===== src/rtl/data_mem_unit.sv =====
// Word-organised data memory with byte/half/word stores, a combinational
// load port, alignment checking, a sticky error flag and load/store counters.
module data_mem_unit #(
  parameter int DEPTH = 64
) (
  input  logic        clk,
  input  logic        reset,
  input  logic [31:0] address,
  input  logic [31:0] rs2_data,
  input  logic        mem_read,
  input  logic        mem_write,
  input  logic [2:0]  funct3,
  input  logic        err_clr,
  output logic [31:0] mem_out,
  output logic        misaligned,
  output logic        err_sticky,
  output logic [15:0] ld_count,
  output logic [15:0] st_count
);

  localparam int AW = $clog2(DEPTH);

  logic [31:0]   mem [DEPTH];
  logic [AW-1:0] idx;
  logic [1:0]    off;
  logic [3:0]    be;
  logic [31:0]   wdata;
  logic          store_ok;
  logic          load_ok;
  logic          err_set;
  logic          unused_addr;

  assign idx         = address[AW+1:2];
  assign off         = address[1:0];
  assign unused_addr = ^address[31:AW+2];

  function automatic logic [15:0] sat_inc(input logic [15:0] c);
    return (c == 16'hFFFF) ? c : c + 16'd1;
  endfunction

  // A simultaneous read+write is decoded purely as a store.
  always_comb begin
    misaligned = 1'b0;
    be         = 4'b0000;
    wdata      = rs2_data;
    if (mem_write) begin
      case (funct3)
        3'b000: begin
          be    = 4'b0001 << off;
          wdata = {4{rs2_data[7:0]}};
        end
        3'b001: begin
          misaligned = off[0];
          be         = off[1] ? 4'b1100 : 4'b0011;
          wdata      = {2{rs2_data[15:0]}};
        end
        3'b010: begin
          misaligned = (off != 2'b00);
          be         = 4'b1111;
        end
        default: misaligned = 1'b1;
      endcase
    end else if (mem_read) begin
      case (funct3)
        3'b000, 3'b100: misaligned = 1'b0;
        3'b001, 3'b101: misaligned = off[0];
        3'b010:         misaligned = (off != 2'b00);
        default:        misaligned = 1'b1;
      endcase
    end
  end

  assign store_ok = mem_write & ~misaligned;
  assign load_ok  = mem_read & ~mem_write & ~misaligned;
  assign err_set  = misaligned | (mem_read & mem_write);

  // Reads show the pre-write word; the reset gate keeps the output at zero
  // for the whole time reset is held.
  assign mem_out = reset ? 32'h0 : mem[idx];

  always_ff @(posedge clk or posedge reset) begin
    if (reset) begin
      for (int i = 0; i < DEPTH; i++) mem[i] <= 32'h0;
    end else if (store_ok) begin
      for (int b = 0; b < 4; b++)
        if (be[b]) mem[idx][8*b +: 8] <= wdata[8*b +: 8];
    end
  end

  always_ff @(posedge clk or posedge reset) begin
    if (reset) begin
      ld_count   <= 16'h0;
      st_count   <= 16'h0;
      err_sticky <= 1'b0;
    end else begin
      if (load_ok)  ld_count <= sat_inc(ld_count);
      if (store_ok) st_count <= sat_inc(st_count);
      if (err_set)      err_sticky <= 1'b1;
      else if (err_clr) err_sticky <= 1'b0;
    end
  end

endmodule

===== config.mk =====
export PLATFORM = sky130hd
export DESIGN_NAME = data_mem_unit
export DESIGN_NICKNAME = d
export VERILOG_FILES = /design/src/rtl/data_mem_unit.sv
export SDC_FILE = /design/constraint.sdc
export NUM_CORES = 2
export LEC_CHECK = 0
export ABC_AREA = 1
export CAP_MARGIN = 25
export CORE_MARGIN = 2
export CORE_UTILIZATION = 53
export DETAILED_ROUTE_END_ITERATION = 6
export GPL_ROUTABILITY_DRIVEN = 0
export GPL_TIMING_DRIVEN = 1
export PLACE_DENSITY = 0.76
export SKIP_LAST_GASP = 1
export SYNTH_ARGS = -nofsm -noshare
export SYNTH_HDL_FRONTEND = slang
export SYNTH_SLANG_ARGS = --single-unit

===== constraint.sdc =====
create_clock -name clk -period 158.9 [get_ports clk]
set_input_delay 31.78 -clock clk [delete_from_list [all_inputs] [get_ports clk]]
set_output_delay 31.78 -clock clk [all_outputs]
set_load 0.05 [all_outputs]

==> impl_summary.txt <==
----------------------------------------------------
[Setup path]
  Kind of end point of the critical path ... output port
  R2R cell count ... 10
  Worst EP arrival ... 37750 ps
  Data required time of the critical path ... about 130000 ps
  Critical setup path kind ... input pin to output port
  Slack of the worst reg-to-reg path ... 156630 ps
  Endpoint of the worst-slack reg-to-reg timing path ... ld_count[13]$_DFFE_PP0P_
  Critical Path Start Type ... input pin
  Start of the worst register-to-register path ... ld_count[0]$_DFFE_PP0P_
  Largest fanout of any net on the critical path ... 151

[Floorplan]
  IO Count ... 138
  Die Span X ... 435 µm
  Starting density of the core ... 53.2%
  FP Rows ... 158
  Die outline height ... 435 µm
  Core region area ... 185000 µm²
  Area enclosed by the die boundary ... 189000 µm²

[Synth]
  Yosys top cell by area ... dfrtp_1
  Avg Inst Size Synth ... around 7.2 µm²
  Leading cell types by total area after synthesis ... dfrtp_1 53%, nand2_1 31%, o21ai_0 8.4%, clkbuf_1 3.3%, o21ai_1 2.1%
  Most common cell in the netlist ... nand2_1
  Mapped Nets ... 13700
  #FFs+latches synth ... about 2100
  Top-area cell type share of the netlist area ... between 50% and 60%
  Number of distinct library cells after synthesis ... 24
  Sequential share of the synthesized area ... between 50% and 60%
  Leading register cell type out of synthesis ... dfrtp_1
  Cell count after synthesis ... 13600
  Count of yosys warnings during synthesis ... 0
  Number of enable-type register cells in the synthesized netlist ... 0
  Most common library cells after synthesis ... 8142 x nand2_1, 2081 x dfrtp_1, 1652 x o21ai_0
  Share of synthesized registers carrying an async set or reset ... 100%
  Cell Area, Synth ... 98300 µm²

[STA]
  Final setup vio count ... 0
  Post-route clock period utilization ... 43.8%
  Endpoints failing hold ... 0
  Final Max Slew Viols ... 0
  Period minus WS final ... 69530 ps
  Rel. slew slack ... between 15 and 20%
  Worst slew pin tran ... 1260 ps
  Maximum clock skew at final layout ... 26.5 ps
  Achievable frequency ... 14.4 MHz
  Total Negative Setup Slacks ... 0 ps
  RSZ-0062 raised after global routing ... false

[CTS]
  Clock sink total ... 2081
  Buffer depth of the longest clock path ... 3
  CTS root buf ... clkbuf_16
  Setup Buffers After CTS ... 0
  Clock-pin slew on the worst setup and hold paths ... 60 ps
  Post-CTS Hold Fix Bufs ... 0
  Total CTS buffers ... between 200 and 250
  TritonCTS clock tree ... done
  Worst-Skew Late Latency ... just under 900 ps
  # resized after CTS ... 0
  H-Tree Level Count ... 4

[Place]
  Placed cell count ... 15400
  Instance area at placement ... a little over 100000 µm²
  Count of input and output buffers ... 113
  Estimated wirelength of the detail-placed design ... 172000 µm

[Drt]
  Remaining antenna violation count ... 0
  Via count ... 87000
  Total routed wirelength ... 299000 µm
  DR WL/cell ... ~19 µm
  Final routed DRC violation total ... 108
  Per-cell via count in the routed design ... about 5.5
  Iteration count of the initial detailed-routing pass ... 7
  Iter 0 DRT Violations ... 9415

[Status]
  Outcome ... finished with violations
  Violations in the final reports ... DRC

[Global routing]
  First-pass GRT wire length ... 469000 µm
  Global-route total usage across every layer ... 31.7%
  Vias in the first global route ... 81000
  Pin count of the biggest net entering global routing ... 197
  Overall overflow remaining after global route ... 0
  Number of antenna violations at the first check in global routing ... 14

[Power and ir drop]
  Power per Cell Area ... 10.6 nW/µm²
  Worst supply voltage drop on vdd ... between 10 and 15 µV
  Static Leakage ... 0.0551 µW

[Run]
  Max-cap viol count ... 0

[Finish]
  Post-layout util ... 58.5%
  Post-layout instance area ... 108000 µm²
  Area grow syn2layout ... 10.0%
  Total number of nets in the final design ... 13200
  Non-filler cells, final ... 15800
  Proportion of layout cells with a drive suffix above 1 ... 4.40%

[Min path]
  Min-Delay Path Class ... register to register
  Hold Crit Depth ... 2
  Worst Hold Path EP ... mem[212]$_DFFE_PP0P_
  Startpoint of the tightest hold check path ... mem[212]$_DFFE_PP0P_

----------------------------------------------------
stage by stage:
stage          setup slack [ps]  power [µW]  hold slack, ps
6_report                  89370        1150             482
5_1_grt                   89350        1180             496
4_1_cts                   89660        1150             487
3_5_place_dp              89670         643             472
3_3_place_gp              89660         642             465
2_1_floorplan             68210         613             453
critical path, stage by stage:
cell	delay [ps]
buf_8	310
inv_8	740
buf_4	740
buf_12	480
buf_4	880
nand2_1	130
nand2_1	100
nand2_1	50
nand2_1	100
nand2_1	50
nand2_1	130
nand2_1	90
nand2_1	90
nor2_1	50
a21oi_1	500
clkdlybuf4s50_1	920
power breakdown:
part | switching, µW | internal, µW | leakage [µW]
sequential | 6.94 | 540 | 0.0290
combinational | 70.0 | 18.1 | 0.0226
clock | 211 | 300 | 0.00354
state kept, by name (all words and copies together) (netlist names):
| name | flops |
|---|---|
| err_sticky | 1 |
| mem | 2048 |
| ld_count | 16 |
| st_count | 16 |
worst max-delay path by stage:
stage / startpoint / endpoint / cells past startpoint
6_report: address[2] / mem_out[24] / 16
5_1_grt: address[2] / mem_out[31] / 16
4_1_cts: address[2] / mem_out[27] / 16
3_5_place_dp: address[2] / mem_out[27] / 16
3_3_place_gp: address[2] / mem_out[27] / 16
2_1_floorplan: reset / err_sticky$_DFFE_PP0P_ / 3
cell families after synthesis:
kind of cell | after synthesis | share of synthesized area [%]
DFF | 2081 | 53.0
adders and majority gates | 2 | 0.0255
AOI/OAI and AO/OA | 2143 | 11.0
buffers and inverters | 980 | 3.77
xor gates and xnor gates | 27 | 0.241
and+or+nand+nor | 8350 | 32.0
placed cells by master, fill, tap and decap left out, drive strengths merged, types with 31 or more instances in the layout:
cell / synthesis / routed
o21ai: 2071 / 2071
a21oi: 71 / 71
dfrtp: 2081 / 2081
nor2: 145 / 145
inv: 64 / 66
clkdlybuf4s50: 0 / 109
buf: 44 / 169
nand3: 31 / 31
clkinv: 0 / 39
clkbuf: 872 / 332
nand2: 8142 / 8142
final cells by class:
| class | count | area (µm²) |
|---|---|---|
| inverters | 64 | 270 |
| multi-input cells | 10500 | 42900 |
| repair buffers | 278 | 2670 |
| diodes | 8 | 20.0 |
| flip-flops and latches | 2081 | 52100 |
| clock buffers | 332 | 6470 |
| fillers | 16800 | 76700 |
| clock inverters | 57 | 663 |
| well taps | 2480 | 3100 |
routing by layer:
| metal | vias to the layer above | share of wire [%] | GRT usage (%) |
|---|---|---|---|
| li1 | 41600 | - | - |
| met3 | 711 | 9.3 | 6.72 |
| met5 | - | 0.062 | 0.359 |
| met2 | 3602 | 44 | 48.3 |
| met1 | 41100 | 41 | 42.7 |
| met4 | 14 | 5.6 | 16.9 |
(Power assumes the default switching activity.)
